==> src/rtl/sys_ctrl_rx_frame_decoder_pkg.sv <==
// Shared definitions for the system-controller RX frame decoder.
// Default command codes, register-file operand addresses and FSM states.
package sys_ctrl_rx_frame_decoder_pkg;

    localparam int DATA_WIDTH_DEF     = 8;
    localparam int ADDR_WIDTH_DEF     = 4;
    localparam int FUN_WIDTH_DEF      = 4;
    localparam int OPA_ADDR_DEF       = 0;
    localparam int OPB_ADDR_DEF       = 1;
    localparam int TIMEOUT_CYCLES_DEF = 1024;

    localparam logic [7:0] CMD_RF_WR_DEF   = 8'hAA;
    localparam logic [7:0] CMD_RF_RD_DEF   = 8'hBB;
    localparam logic [7:0] CMD_ALU_OP_DEF  = 8'hCC;
    localparam logic [7:0] CMD_ALU_NOP_DEF = 8'hDD;

    typedef enum logic [2:0] {
        S_IDLE,
        S_WR_ADDR,
        S_WR_DATA,
        S_RD_ADDR,
        S_OPA,
        S_OPB,
        S_FUN,
        S_WAIT_RSP
    } state_e;

    function automatic int timer_width(input int cycles);
        return (cycles > 0) ? $clog2(cycles + 1) : 1;
    endfunction

endpackage

==> src/rtl/sys_ctrl_rx_frame_decoder_if.sv <==
// Bus between the RX byte source / RF / ALU side and the frame decoder.
// master drives bytes and responses, slave is the decoder.
interface sys_ctrl_rx_frame_decoder_if
    import sys_ctrl_rx_frame_decoder_pkg::*;
#(
    parameter int DATA_WIDTH = DATA_WIDTH_DEF,
    parameter int ADDR_WIDTH = ADDR_WIDTH_DEF,
    parameter int FUN_WIDTH  = FUN_WIDTH_DEF
);
    logic [DATA_WIDTH-1:0] RX_P_DATA;
    logic                  RX_D_VLD;
    logic                  ALU_OUT_VALID;
    logic                  RD_DATA_VALID;
    logic [FUN_WIDTH-1:0]  ALU_FUN;
    logic                  EN;
    logic                  CLK_EN;
    logic                  WrEn;
    logic                  RdEn;
    logic [ADDR_WIDTH-1:0] Address;
    logic [DATA_WIDTH-1:0] WrData;
    logic                  BUSY;
    logic                  FRAME_ERR;
    logic                  TIMEOUT_ERR;

    modport master (
        output RX_P_DATA, RX_D_VLD, ALU_OUT_VALID, RD_DATA_VALID,
        input  ALU_FUN, EN, CLK_EN, WrEn, RdEn, Address, WrData,
        input  BUSY, FRAME_ERR, TIMEOUT_ERR
    );

    modport slave (
        input  RX_P_DATA, RX_D_VLD, ALU_OUT_VALID, RD_DATA_VALID,
        output ALU_FUN, EN, CLK_EN, WrEn, RdEn, Address, WrData,
        output BUSY, FRAME_ERR, TIMEOUT_ERR
    );

endinterface

==> src/rtl/sys_ctrl_rx_frame_decoder_vld_edge.sv <==
// Rising-edge qualifier for the RX byte-valid level.
// The delayed copy resets to 1 so a level held across reset is not a byte.
module sys_ctrl_rx_frame_decoder_vld_edge (
    input  logic clk,
    input  logic rst,
    input  logic vld,
    output logic acc
);
    logic vld_q;

    // Delayed copy of the valid level
    always_ff @(posedge clk) begin
        if (rst) vld_q <= 1'b1;
        else     vld_q <= vld;
    end

    assign acc = vld & ~vld_q;

endmodule

==> src/rtl/sys_ctrl_rx_frame_decoder.sv <==
// RX frame decoder: turns command byte frames into RF/ALU strobes.
// FSM, inactivity timer and registered output stage.
module sys_ctrl_rx_frame_decoder
    import sys_ctrl_rx_frame_decoder_pkg::*;
#(
    parameter int DATA_WIDTH     = DATA_WIDTH_DEF,
    parameter int ADDR_WIDTH     = ADDR_WIDTH_DEF,
    parameter int FUN_WIDTH      = FUN_WIDTH_DEF,
    parameter logic [DATA_WIDTH-1:0] CMD_RF_WR   = CMD_RF_WR_DEF,
    parameter logic [DATA_WIDTH-1:0] CMD_RF_RD   = CMD_RF_RD_DEF,
    parameter logic [DATA_WIDTH-1:0] CMD_ALU_OP  = CMD_ALU_OP_DEF,
    parameter logic [DATA_WIDTH-1:0] CMD_ALU_NOP = CMD_ALU_NOP_DEF,
    parameter int OPA_ADDR       = OPA_ADDR_DEF,
    parameter int OPB_ADDR       = OPB_ADDR_DEF,
    parameter int TIMEOUT_CYCLES = TIMEOUT_CYCLES_DEF
) (
    input logic                         CLK,
    input logic                         RST,
    sys_ctrl_rx_frame_decoder_if.slave  bus
);
    localparam int TW = timer_width(TIMEOUT_CYCLES);
    localparam logic [TW-1:0] T_LIMIT =
        TW'((TIMEOUT_CYCLES > 0) ? TIMEOUT_CYCLES - 1 : 0);

    logic                  byte_acc;
    logic [DATA_WIDTH-1:0] rx_byte;
    logic                  addr_ok;
    logic                  rsp_done;

    state_e                state_q, state_d;
    logic [TW-1:0]         timer_q, timer_d;
    logic [ADDR_WIDTH-1:0] addr_q, addr_d;
    logic                  rsp_alu_q, rsp_alu_d;
    logic                  wr_en_q, wr_en_d;
    logic                  rd_en_q, rd_en_d;
    logic                  en_q, en_d;
    logic                  clk_en_q, clk_en_d;
    logic [FUN_WIDTH-1:0]  alu_fun_q, alu_fun_d;
    logic [ADDR_WIDTH-1:0] address_q, address_d;
    logic [DATA_WIDTH-1:0] wr_data_q, wr_data_d;
    logic                  busy_q, busy_d;
    logic                  frame_err_q, frame_err_d;
    logic                  timeout_err_q, timeout_err_d;

    sys_ctrl_rx_frame_decoder_vld_edge u_vld_edge (
        .clk (CLK),
        .rst (RST),
        .vld (bus.RX_D_VLD),
        .acc (byte_acc)
    );

    assign rx_byte  = bus.RX_P_DATA;
    assign addr_ok  = ((rx_byte >> ADDR_WIDTH) == '0);
    assign rsp_done = rsp_alu_q ? bus.ALU_OUT_VALID : bus.RD_DATA_VALID;

    // Next state, next outputs and inactivity timer
    always_comb begin
        state_d       = state_q;
        timer_d       = timer_q;
        addr_d        = addr_q;
        rsp_alu_d     = rsp_alu_q;
        wr_en_d       = 1'b0;
        rd_en_d       = 1'b0;
        en_d          = 1'b0;
        clk_en_d      = clk_en_q;
        alu_fun_d     = alu_fun_q;
        address_d     = '0;
        wr_data_d     = '0;
        frame_err_d   = 1'b0;
        timeout_err_d = 1'b0;

        case (state_q)
            S_IDLE: begin
                if (byte_acc) begin
                    if (rx_byte == CMD_RF_WR) begin
                        state_d = S_WR_ADDR;
                    end else if (rx_byte == CMD_RF_RD) begin
                        state_d = S_RD_ADDR;
                    end else if (rx_byte == CMD_ALU_OP) begin
                        state_d  = S_OPA;
                        clk_en_d = 1'b1;
                    end else if (rx_byte == CMD_ALU_NOP) begin
                        state_d  = S_FUN;
                        clk_en_d = 1'b1;
                    end else begin
                        frame_err_d = 1'b1;
                    end
                end
            end
            S_WR_ADDR: begin
                if (byte_acc) begin
                    if (addr_ok) begin
                        addr_d  = rx_byte[ADDR_WIDTH-1:0];
                        state_d = S_WR_DATA;
                    end else begin
                        frame_err_d = 1'b1;
                        state_d     = S_IDLE;
                    end
                end
            end
            S_WR_DATA: begin
                if (byte_acc) begin
                    wr_en_d   = 1'b1;
                    address_d = addr_q;
                    wr_data_d = rx_byte;
                    state_d   = S_IDLE;
                end
            end
            S_RD_ADDR: begin
                if (byte_acc) begin
                    if (addr_ok) begin
                        rd_en_d   = 1'b1;
                        address_d = rx_byte[ADDR_WIDTH-1:0];
                        rsp_alu_d = 1'b0;
                        state_d   = S_WAIT_RSP;
                    end else begin
                        frame_err_d = 1'b1;
                        state_d     = S_IDLE;
                    end
                end
            end
            S_OPA: begin
                if (byte_acc) begin
                    wr_en_d   = 1'b1;
                    address_d = ADDR_WIDTH'(OPA_ADDR);
                    wr_data_d = rx_byte;
                    state_d   = S_OPB;
                end
            end
            S_OPB: begin
                if (byte_acc) begin
                    wr_en_d   = 1'b1;
                    address_d = ADDR_WIDTH'(OPB_ADDR);
                    wr_data_d = rx_byte;
                    state_d   = S_FUN;
                end
            end
            S_FUN: begin
                if (byte_acc) begin
                    en_d      = 1'b1;
                    alu_fun_d = rx_byte[FUN_WIDTH-1:0];
                    rsp_alu_d = 1'b1;
                    state_d   = S_WAIT_RSP;
                end
            end
            S_WAIT_RSP: begin
                if (rsp_done) begin
                    state_d   = S_IDLE;
                    clk_en_d  = 1'b0;
                    alu_fun_d = '0;
                end else if (byte_acc) begin
                    frame_err_d = 1'b1;
                end
            end
            default: begin
                state_d = S_IDLE;
            end
        endcase

        if (state_q == S_IDLE || state_d != state_q || byte_acc ||
            TIMEOUT_CYCLES == 0) begin
            timer_d = '0;
        end else if (timer_q == T_LIMIT) begin
            timer_d       = '0;
            state_d       = S_IDLE;
            timeout_err_d = 1'b1;
            clk_en_d      = 1'b0;
            alu_fun_d     = '0;
        end else begin
            timer_d = timer_q + 1'b1;
        end

        busy_d = (state_d != S_IDLE);
    end

    // State, timer and registered outputs
    always_ff @(posedge CLK) begin
        if (RST) begin
            state_q       <= S_IDLE;
            timer_q       <= '0;
            addr_q        <= '0;
            rsp_alu_q     <= 1'b0;
            wr_en_q       <= 1'b0;
            rd_en_q       <= 1'b0;
            en_q          <= 1'b0;
            clk_en_q      <= 1'b0;
            alu_fun_q     <= '0;
            address_q     <= '0;
            wr_data_q     <= '0;
            busy_q        <= 1'b0;
            frame_err_q   <= 1'b0;
            timeout_err_q <= 1'b0;
        end else begin
            state_q       <= state_d;
            timer_q       <= timer_d;
            addr_q        <= addr_d;
            rsp_alu_q     <= rsp_alu_d;
            wr_en_q       <= wr_en_d;
            rd_en_q       <= rd_en_d;
            en_q          <= en_d;
            clk_en_q      <= clk_en_d;
            alu_fun_q     <= alu_fun_d;
            address_q     <= address_d;
            wr_data_q     <= wr_data_d;
            busy_q        <= busy_d;
            frame_err_q   <= frame_err_d;
            timeout_err_q <= timeout_err_d;
        end
    end

    assign bus.WrEn        = wr_en_q;
    assign bus.RdEn        = rd_en_q;
    assign bus.EN          = en_q;
    assign bus.CLK_EN      = clk_en_q;
    assign bus.ALU_FUN     = alu_fun_q;
    assign bus.Address     = address_q;
    assign bus.WrData      = wr_data_q;
    assign bus.BUSY        = busy_q;
    assign bus.FRAME_ERR   = frame_err_q;
    assign bus.TIMEOUT_ERR = timeout_err_q;

endmodule

==> src/flat_wrapper.sv <==
// flat-port wrapper written by rule: the top's interface ports become plain ports
module sys_ctrl_rx_frame_decoder_flat import sys_ctrl_rx_frame_decoder_pkg::*;
#(
    parameter int DATA_WIDTH     = DATA_WIDTH_DEF,
    parameter int ADDR_WIDTH     = ADDR_WIDTH_DEF,
    parameter int FUN_WIDTH      = FUN_WIDTH_DEF,
    parameter logic [DATA_WIDTH-1:0] CMD_RF_WR   = CMD_RF_WR_DEF,
    parameter logic [DATA_WIDTH-1:0] CMD_RF_RD   = CMD_RF_RD_DEF,
    parameter logic [DATA_WIDTH-1:0] CMD_ALU_OP  = CMD_ALU_OP_DEF,
    parameter logic [DATA_WIDTH-1:0] CMD_ALU_NOP = CMD_ALU_NOP_DEF,
    parameter int OPA_ADDR       = OPA_ADDR_DEF,
    parameter int OPB_ADDR       = OPB_ADDR_DEF,
    parameter int TIMEOUT_CYCLES = TIMEOUT_CYCLES_DEF
)
  (CLK, RST, bus_RX_P_DATA, bus_RX_D_VLD, bus_ALU_OUT_VALID, bus_RD_DATA_VALID, bus_ALU_FUN, bus_EN, bus_CLK_EN, bus_WrEn, bus_RdEn, bus_Address, bus_WrData, bus_BUSY, bus_FRAME_ERR, bus_TIMEOUT_ERR);
  sys_ctrl_rx_frame_decoder_if #(.DATA_WIDTH(DATA_WIDTH), .ADDR_WIDTH(ADDR_WIDTH), .FUN_WIDTH(FUN_WIDTH)) bus_i ();
  input logic CLK;
  input logic RST;
  input wire logic [$bits(bus_i.RX_P_DATA)-1:0] bus_RX_P_DATA;
  input wire logic [$bits(bus_i.RX_D_VLD)-1:0] bus_RX_D_VLD;
  input wire logic [$bits(bus_i.ALU_OUT_VALID)-1:0] bus_ALU_OUT_VALID;
  input wire logic [$bits(bus_i.RD_DATA_VALID)-1:0] bus_RD_DATA_VALID;
  output wire logic [$bits(bus_i.ALU_FUN)-1:0] bus_ALU_FUN;
  output wire logic [$bits(bus_i.EN)-1:0] bus_EN;
  output wire logic [$bits(bus_i.CLK_EN)-1:0] bus_CLK_EN;
  output wire logic [$bits(bus_i.WrEn)-1:0] bus_WrEn;
  output wire logic [$bits(bus_i.RdEn)-1:0] bus_RdEn;
  output wire logic [$bits(bus_i.Address)-1:0] bus_Address;
  output wire logic [$bits(bus_i.WrData)-1:0] bus_WrData;
  output wire logic [$bits(bus_i.BUSY)-1:0] bus_BUSY;
  output wire logic [$bits(bus_i.FRAME_ERR)-1:0] bus_FRAME_ERR;
  output wire logic [$bits(bus_i.TIMEOUT_ERR)-1:0] bus_TIMEOUT_ERR;
  assign bus_i.RX_P_DATA = bus_RX_P_DATA;
  assign bus_i.RX_D_VLD = bus_RX_D_VLD;
  assign bus_i.ALU_OUT_VALID = bus_ALU_OUT_VALID;
  assign bus_i.RD_DATA_VALID = bus_RD_DATA_VALID;
  assign bus_ALU_FUN = bus_i.ALU_FUN;
  assign bus_EN = bus_i.EN;
  assign bus_CLK_EN = bus_i.CLK_EN;
  assign bus_WrEn = bus_i.WrEn;
  assign bus_RdEn = bus_i.RdEn;
  assign bus_Address = bus_i.Address;
  assign bus_WrData = bus_i.WrData;
  assign bus_BUSY = bus_i.BUSY;
  assign bus_FRAME_ERR = bus_i.FRAME_ERR;
  assign bus_TIMEOUT_ERR = bus_i.TIMEOUT_ERR;
  sys_ctrl_rx_frame_decoder #(.DATA_WIDTH(DATA_WIDTH), .ADDR_WIDTH(ADDR_WIDTH), .FUN_WIDTH(FUN_WIDTH), .CMD_RF_WR(CMD_RF_WR), .CMD_RF_RD(CMD_RF_RD), .CMD_ALU_OP(CMD_ALU_OP), .CMD_ALU_NOP(CMD_ALU_NOP), .OPA_ADDR(OPA_ADDR), .OPB_ADDR(OPB_ADDR), .TIMEOUT_CYCLES(TIMEOUT_CYCLES)) u_core (.CLK(CLK), .RST(RST), .bus(bus_i));
endmodule
==> config.mk <==
export PLATFORM = sky130hd
export DESIGN_NAME = sys_ctrl_rx_frame_decoder_flat
export DESIGN_NICKNAME = d
export VERILOG_FILES = /design/src/rtl/sys_ctrl_rx_frame_decoder_pkg.sv /design/src/rtl/sys_ctrl_rx_frame_decoder_if.sv /design/src/rtl/sys_ctrl_rx_frame_decoder_vld_edge.sv /design/src/rtl/sys_ctrl_rx_frame_decoder.sv /design/src/flat_wrapper.sv
export SDC_FILE = /design/constraint.sdc
export NUM_CORES = 1
export LEC_CHECK = 0
export CAP_MARGIN = 10
export CORE_MARGIN = 4
export CORE_UTILIZATION = 45
export CTS_CLUSTER_DIAMETER = 100
export DETAILED_ROUTE_END_ITERATION = 8
export PLACE_DENSITY = 0.74
export SLEW_MARGIN = 20
export SYNTH_ARGS = -nofsm -noshare
export SYNTH_HDL_FRONTEND = slang
export SYNTH_HIERARCHICAL = 1
export SYNTH_SLANG_ARGS = --single-unit
==> constraint.sdc <==
create_clock -name CLK -period 2.4 [get_ports CLK]
set_clock_uncertainty 0.15 [all_clocks]
set_input_delay 0.48 -clock CLK [delete_from_list [all_inputs] [get_ports CLK]]
set_output_delay 0.48 -clock CLK [all_outputs]
set_load 0.1 [all_outputs]
## Word-level counts from Yosys, hierarchy flattened

Cells that the tools add are included.

- Output and inout bits: 23
- Bits of input ports: 13
- Memories kept: 0
- Bits in writable memories: 0
- Register bits after elaboration: 43
- Latch bits: 0
- Memory bits (read-only): 0
- Logic and storage cells: 107

- Bitwise gates (word level): 6
- Divide/modulo/power cells: 0
- Multipliers: 0
- Shifts and indexed selects: 0
- Mux-type cells: 53
- Reduce and logical (&&, ||, !) cells: 16
- Order comparisons: 0
- Add/subtract/negate cells: 1
- Eq/ne operators: 16

Operator list:

| kind | number |
|---|---|
| 3-bit two-way mux | 15 |
| 8-bit equality test (second input constant) | 4 |
| 4-bit two-way mux | 7 |
| 1-bit two-way mux | 24 |
| 3-bit case mux with 8 select lines | 1 |
| 3-bit equality test (second input constant) | 4 |
| 4-bit case mux with 3 select lines | 1 |
| 3-bit OR reduction | 4 |
| 11-bit by 1-bit adder with 11-bit output (second input constant) | 1 |
| 11-bit by 10-bit equality test with 1-bit output (second input constant) | 1 |
| 8-bit zero test | 1 |
| 4-bit case mux with 2 select lines | 1 |
| 2-bit OR reduction | 4 |
| 3-bit by 2-bit equality test with 1-bit output (second input constant) | 2 |
| 2-bit by 1-bit inequality test with 1-bit output (second input constant) | 3 |
| 1-bit inverter | 5 |
| 1-bit case mux with 2 select lines | 2 |
| 4-bit AND reduction | 1 |
| 3-bit by 1-bit equality test with 1-bit output (second input constant) | 1 |
| 3-bit zero test | 1 |
| 3-bit inequality test | 1 |
| 1-bit case mux with 3 select lines | 1 |
| 3-bit AND reduction | 1 |
| 3-bit nonzero test | 1 |
| other kinds (4) | 5 |

## Depth between registers and ports, before layout

Gate-level depths: netlist of the first run.

- Depth in word-level cells: 12
- Depth in mapped cells: 6
- Gate-level depth less buffers: 6

## Hierarchy

Netlist of the first run, hierarchy kept.

By module, submodules not included:

| module | area an instance (sq um) | times used | sequential area each (sq um) | cells each |
|---|---|---|---|---|
| sys_ctrl_rx_frame_decoder | 1730.4 | 1 | 840.8 | 188 |
| sys_ctrl_rx_frame_decoder_vld_edge | 32.5 | 1 | 20.0 | 3 |

## Least setup slack after synthesis of the first run

No wires, ideal clock.

- Kind: register to register
- From: reg u_core.timer_q[0]
- To: reg u_core.busy_q, in the netlist u_core/bus.BUSY
- Slack: 0.038 ns
- Stages on the path, launching flop included: 7
- Data arrival time: 2.092 ns
- Clock period less this slack: 2.362 ns
- Path buffers: 0
- Library setup time: 0.120 ns
- Required time: 2.130 ns
- Path through: dfxtp_1 -> ha_1 -> nand4_2 -> or4b_4 -> o41a_1 -> and4_4 -> a211o_1

- Word-level cells in the longest chain between the ends: 4

Ends and longest elaborated chain:

| what | RTL line | RTL |
|---|---|---|
| from (decl) | sys_ctrl_rx_frame_decoder.sv:31 | `logic [TW-1:0] timer_q, timer_d;` |
| from (signal assigned) | sys_ctrl_rx_frame_decoder.sv:195 | `timer_q <= timer_d;` |
| 11-bit by 10-bit equality test with 1-bit output | sys_ctrl_rx_frame_decoder.sv:163 | `end else if (timer_q == T_LIMIT) begin` |
| 3-bit two-way mux | sys_ctrl_rx_frame_decoder.sv:163 |  |
| 3-bit two-way mux | sys_ctrl_rx_frame_decoder.sv:160 | `if (state_q == S_IDLE \|\| state_d != state_q \|\| byte_acc \|\|` |
| 3-bit nonzero test | sys_ctrl_rx_frame_decoder.sv:173 | `busy_d = (state_d != S_IDLE);` |
| to (signal assigned) | sys_ctrl_rx_frame_decoder.sv:205 | `busy_q <= busy_d;` |
| to (decl) | sys_ctrl_rx_frame_decoder.sv:41 | `logic busy_q, busy_d;` |

Every way passes these cells.
A chain may end at the register's enable or synchronous reset.

## Final worst setup path of the first run

- From: reg u_core.timer_q[1]
- To: reg u_core.busy_q, in the netlist u_core/bus.BUSY

Same word-level chain as after synthesis.

==> run summary, run 1 <==
Netlist Area Pre-Place = 0.00176 mm²
RSZ-0062 raised after global routing = no
switching pwr = 0.268 mW
Tightest Hold Check Type = reg2reg
Int Pwr = 1.09 mW
Final Worst Setup Slack = 0.0833 ns
Via density = 5.09
commonest non-fill, non-tap cell in the layout = buf_4
sequential area share after synthesis = 48.8%
gpl congestion = 0.897
final period utilization = 96.5%
CTS-repair resized insts = 0
postcts setup bufs = 0
nets@finish = 265
Tmin final = 2.32 ns
# DRC = 0
Clk pwr share = 42.0%
Least-Margin Pin Slew = 0.475 ns
Post-Place Cell Area = 0.00228 mm²
critical path class = reg2reg
largest net degree at the start of global routing = 17
DR vias = 1528
Fmax = 0.432 GHz
CP Launch Type = flip-flop
die width = 70.6 µm
Worst-Skew Late Latency = 0.29 ns
Final HPWL DP = 2.92 mm
slew margin rel. = 68.1%
max-cap viol count = 0
most frequent cells in the layout = buf_4 (48), dfxtp_1 (43), nor2_1 (36)
1st-iter DRT viols = 85
clock sinks = 43
crit-path cells = ha_1 > nand4_2 > or4b_4 > o41a_1 > and4_4 > a211o_1
Fin. Hold Viols = 0
vias in the first global route = 1323
Pwr Density = 566 mW/mm²
placed cell count = 292
FFs w/ async S/R, synth = 0%
critical path endpoint category = flip-flop
WP data required = 2.43 ns
DR pass1 iterations = 4
Util after Layout = 64.6%
H-tree Lvls = 2
cts bufs inserted = 5
max-slew violations = 0
Starting Density = 47.4%
Core Area = 0.00372 mm²
Post-synth EDFFs = 0
antenna violations before repair = 0
PortBufs = 35
Setup Total Neg Slack = 0 ns
DIE HEIGHT = 70.6 µm
Reg power frac = 52.6%
dpl ws = -0.0567 ns
final hold slack = 0.314 ns
Root Buffer = clkbuf_8
status = completed
total wire length = 3.71 mm
Largest stage delay, worst path = 0.50 ns
first-pass GRT wire length = 6.03 mm
buffer levels on the longest clock path = 2
# diodes = 0
Synth warnings = 6
Worst Path Arrival = 2.35 ns
post-route cell area = 0.00240 mm²
Avg WL per Cell = 12.4 µm
Pleak = 0.999 nW
Crit Path Max Fanout = 3
Netlist cell types = 41
die area = 0.00498 mm²
Total GRT Usage = 15.1%
count of final setup violators = 0
num ports = 36
Final Power = 1.36 mW
Synth Register Bits = 43
sw frac = 19.8%
Syn Inst Count = 191
Mapped Nets = 205
Filler Cells Inserted = 315
Reg clk slew, reported paths = 0.08 ns
combinational power share = 5.3%
Cell Count, Final, Fillers Out = 300
ys flop type = dfxtp_1
layout cells sized above 1 = 24.6%
layout overhead on the synthesized area = 36.1%
Avg Synthesized Cell Area = 9.23 µm²
Rows = 22
Routed Antenna Nets = 0
CTS tree = built
VDD IR max = 0.592 mV
Slowest cell on crit path = or4b_4
total grt overflow = 0
# hold bufs at CTS = 0
## kinds of logic after synthesis
group | share of synthesized area [%]
AOI/OAI and AO/OA | 10.6
DFF | 48.8
and+or+nand+nor | 30.0
muxes | 3.48
xor gates and xnor gates | 4.47
buffers and inverters | 1.92
adders and majority gates | 0.710
## cell usage after synthesis (2+ instances only)
cell type | number | area share, %
mux2i_1 | 5 | 2.8
clkbuf_1 | 6 | 1.3
nor2_1 | 36 | 7.7
a21oi_1 | 4 | 1.1
and2_1 | 10 | 3.5
nand4_1 | 3 | 1.1
xor2_1 | 2 | 0.99
dfxtp_1 | 43 | 49
and3_1 | 5 | 1.8
nor2b_1 | 4 | 1.4
inv_1 | 2 | 0.43
xnor2_1 | 7 | 3.5
o21ai_0 | 2 | 0.57
nor4_1 | 2 | 0.71
nand2_1 | 15 | 3.2
nor4bb_1 | 2 | 1.1
nand3_1 | 9 | 2.6
nor3b_1 | 3 | 1.3
a22oi_1 | 9 | 3.8
## cell type report
type	instances	area, µm²	area share [%]
Clock buffer	6	82.6	3.44
Clock inverter	2	35.0	1.46
Inverter	2	7.51	0.313
Multi-Input combinational cell	139	873	36.4
Sequential cell	43	861	35.9
Tap cell	48	60.1	2.50
Timing Repair Buffer	60	480	20.0
## power groups by stage
stage	Clock, mW	Sequential (mW)	Combinational (mW)
after CTS	0.589	0.714	0.0722
final	0.570	0.715	0.0725
after global routing	0.620	0.715	0.0778
after floorplan	0	0.735	0.0207
after detailed placement	0	0.731	0.0722
after global placement	0	0.731	0.0716
## worst max-delay path: cells and delay by family (launching register included)
family / cells / cell delay, ns
AOI/OAI and AO/OA: 2 / 0.70
and+or+nand+nor: 3 / 0.82
DFF: 1 / 0.35
adders and majority gates: 1 / 0.19
## metal layers
| layer | vias to the layer above | GRT usage, % | wire, µm |
|---|---|---|---|
| met4 | 0 | 4.38 | 41 |
| met1 | 683 | 21.4 | 1810 |
| met5 | - | 0 | 0 |
| met3 | 4 | 3.98 | 248 |
| met2 | 47 | 22.8 | 1610 |
| li1 | 794 | - | - |
## state kept, by name, indices dropped and copies added (netlist names)
register and cells:
u_core/timer_q 11, u_core/bus.WrData 8, u_core/addr_q 4, u_core/bus.ALU_FUN 4, u_core/bus.Address 4, u_core/state_q 3, u_core/bus.BUSY 1, u_core/bus.CLK_EN 1
u_core/bus.EN 1, u_core/bus.FRAME_ERR 1, u_core/bus.RdEn 1, u_core/bus.TIMEOUT_ERR 1, u_core/bus.WrEn 1, u_core/rsp_alu_q 1, u_core/u_vld_edge/vld_q 1
## worst paths after layout
path | from | end | slack, ns | depth (start not counted)
worst max register to register | u_core/timer_q[1] | u_core/bus.BUSY | 0.08 | 6
worst max-delay path | u_core/timer_q[1] | u_core/bus.BUSY | 0.08 | 6
worst min register to register | u_core/bus.CLK_EN | u_core/bus.CLK_EN | 0.31 | 2
worst min-delay path | u_core/bus.CLK_EN | u_core/bus.CLK_EN | 0.31 | 2
Power figures use the tool's default switching activity.
==> inputs of run 2 (changes only) <==
--- a/config.mk
+++ b/config.mk
@@ -6,7 +6,6 @@
 export NUM_CORES = 1
 export LEC_CHECK = 0
 export CAP_MARGIN = 10
-export CORE_MARGIN = 4
 export CORE_UTILIZATION = 45
 export CTS_CLUSTER_DIAMETER = 100
 export DETAILED_ROUTE_END_ITERATION = 8
==> run 2 against run 1 <==
Against the previous run:
- non-clock buffer count grew 2
- hold slack got worse by 0.0026 ns
- clock power fell by 24%
- final area down 0.78%
- clock-buffer cell count stayed put
- critical path depth is the same
- die area shrank 16%
- largest cell class unchanged
- highest routed layer unchanged
==> run summary, run 2 (synthesis gave the netlist of run 1 again) <==
critical path class = reg2reg
PortBufs = 35
1st-iter DRT viols = 92
Worst-Skew Late Latency = 0.29 ns
Routed Antenna Nets = 0
final period utilization = 92.2%
WP data required = 2.43 ns
Avg WL per Cell = 12.1 µm
DIE HEIGHT = 64.6 µm
crit path launch = u_core/timer_q[0]
RSZ-0062 raised after global routing = no
die area = 0.00417 mm²
# diodes = 0
nets@finish = 267
Rows = 22
buffer levels on the longest clock path = 2
total grt overflow = 0
Reg-to-Reg Start = u_core/timer_q[0]
VDD IR max = 0.309 mV
Tightest Hold Check Type = reg2reg
Pwr Density = 513 mW/mm²
vias in the first global route = 1350
Fin. Hold Viols = 0
max-slew violations = 0
count of final setup violators = 0
postcts setup bufs = 0
area occupied by multi-input gates = 871 µm²
max reg flops = 11
CTS tree = built
met2 usage = 27.2%
Reg clk slew, reported paths = 0.07 ns
clock sinks = 43
# DRC = 0
first-pass GRT wire length = 6.18 mm
Fmax = 0.452 GHz
layout cells sized above 1 = 25.2%
die width = 64.6 µm
post-route cell area = 0.00238 mm²
met3 global-route usage = 4.58%
num ports = 36
Via density = 5.10
CP top delay family = simple AND/OR/NAND/NOR gates
largest net degree at the start of global routing = 15
CP Launch Type = flip-flop
Crit Path Max Fanout = 3
R2R depth = 6
most frequent cells in the layout = buf_4 (50), dfxtp_1 (42), nor2_1 (36)
Filler Cells Inserted = 342
cts bufs inserted = 5
H-tree Lvls = 2
Worst Path Arrival = 2.24 ns
flop2flop setup slack = 0.19 ns
Starting Density = 47.4%
antenna violations before repair = 0
Final HPWL DP = 2.83 mm
critical path endpoint category = flip-flop
Slowest cell on crit path = or4b_4
Most Crowded Layer GR = met1
Largest Register = u_core/timer_q
total wire length = 3.65 mm
worst setup path end = u_core/bus.BUSY
Least-Margin Pin Slew = 0.472 ns
Pleak = 0.985 nW
WP buf/inv = 0
Core Area = 0.00372 mm²
FF/Latch Area = 862 µm²
met1 Use GR = 28.2%
final hold slack = 0.312 ns
commonest non-fill, non-tap cell in the layout = buf_4
Tmin final = 2.21 ns
WP depth = 6
R2R Path End = u_core/bus.BUSY
DR vias = 1541
slew margin rel. = 68.1%
gpl congestion = 0.859
status = completed
Root Buffer = clkbuf_8
DR pass1 iterations = 4
layout overhead on the synthesized area = 35.1%
crit-path cells = ha_2 > nand4_2 > or4b_4 > o41a_1 > and4_4 > a211o_1
Post-Place Cell Area = 0.00229 mm²
Largest stage delay, worst path = 0.50 ns
max-cap viol count = 0
Total GRT Usage = 19.4%
run 2: cell types whose count changed in the layout (fill, tap and decap cells not counted), sizes merged:
cell      delta
buf          +2
bufinv       -1
clkinvlp     +1
run 2: how the worst min path moves through the flow:
stage	from	slack, ns	end	cells past startpoint
5_1_grt	u_core/bus.CLK_EN	0.34	u_core/bus.CLK_EN	2
2_1_floorplan	u_core/timer_q[0]	0.28	u_core/timer_q[0]	1
6_report	u_core/bus.CLK_EN	0.31	u_core/bus.CLK_EN	2
4_1_cts	u_core/bus.CLK_EN	0.32	u_core/bus.CLK_EN	2
3_3_place_gp	u_core/bus.CLK_EN	0.30	u_core/bus.CLK_EN	2
3_5_place_dp	u_core/bus.CLK_EN	0.30	u_core/bus.CLK_EN	2
run 2: area by class of cell:
cell class	count	area share (%)
multi-input combinational	139	36.6
clock buffer	6	3.05
timing repair buffer	62	20.8
sequential	43	36.2
clock inverter	2	0.525
inverter	2	0.315
tap	48	2.52
run 2: power by group:
part	leakage, nW	internal [mW]	switching [mW]	total, mW
Clock	0.0412	0.203	0.230	0.433
Sequential	0.347	0.714	0.000445	0.715
Combinational	0.597	0.0396	0.0341	0.0736
Total	0.985	0.957	0.264	1.22
run 2: worst reg2reg max path: stages (launching register included):
cell and delay, ns:
dfxtp_1 0.35, ha_2 0.19, nand4_2 0.12, or4b_4 0.50, o41a_1 0.36, and4_4 0.19
a211o_1 0.25
run 2: what timing repair did:
item                                    CTS  global route
gates resized for setup                   0             2
hold buffers                              0             0
endpoints found under the setup margin    0             1
run 2: metrics by stage:
step	TNS, ns	setup WS, ns	std cells	power [mW]	utilization, %
global placement	-0.0525	-0.0462	294	0.804	61.7
finish	0	0.188	302	1.22	64.1
detailed placement	-0.0897	-0.0678	294	0.805	61.7
global route	0	0.0641	302	1.28	64.1
CTS	0	0.0537	302	1.24	64.0
floorplan	0	0.0381	191	0.756	-
run 2: per-layer routing:
layer | wire length, µm | vias to the layer above
met2 | 1530 | 46
met3 | 203 | 4
met5 | 0 | -
li1 | - | 800
met1 | 1880 | 691
met4 | 42 | 0
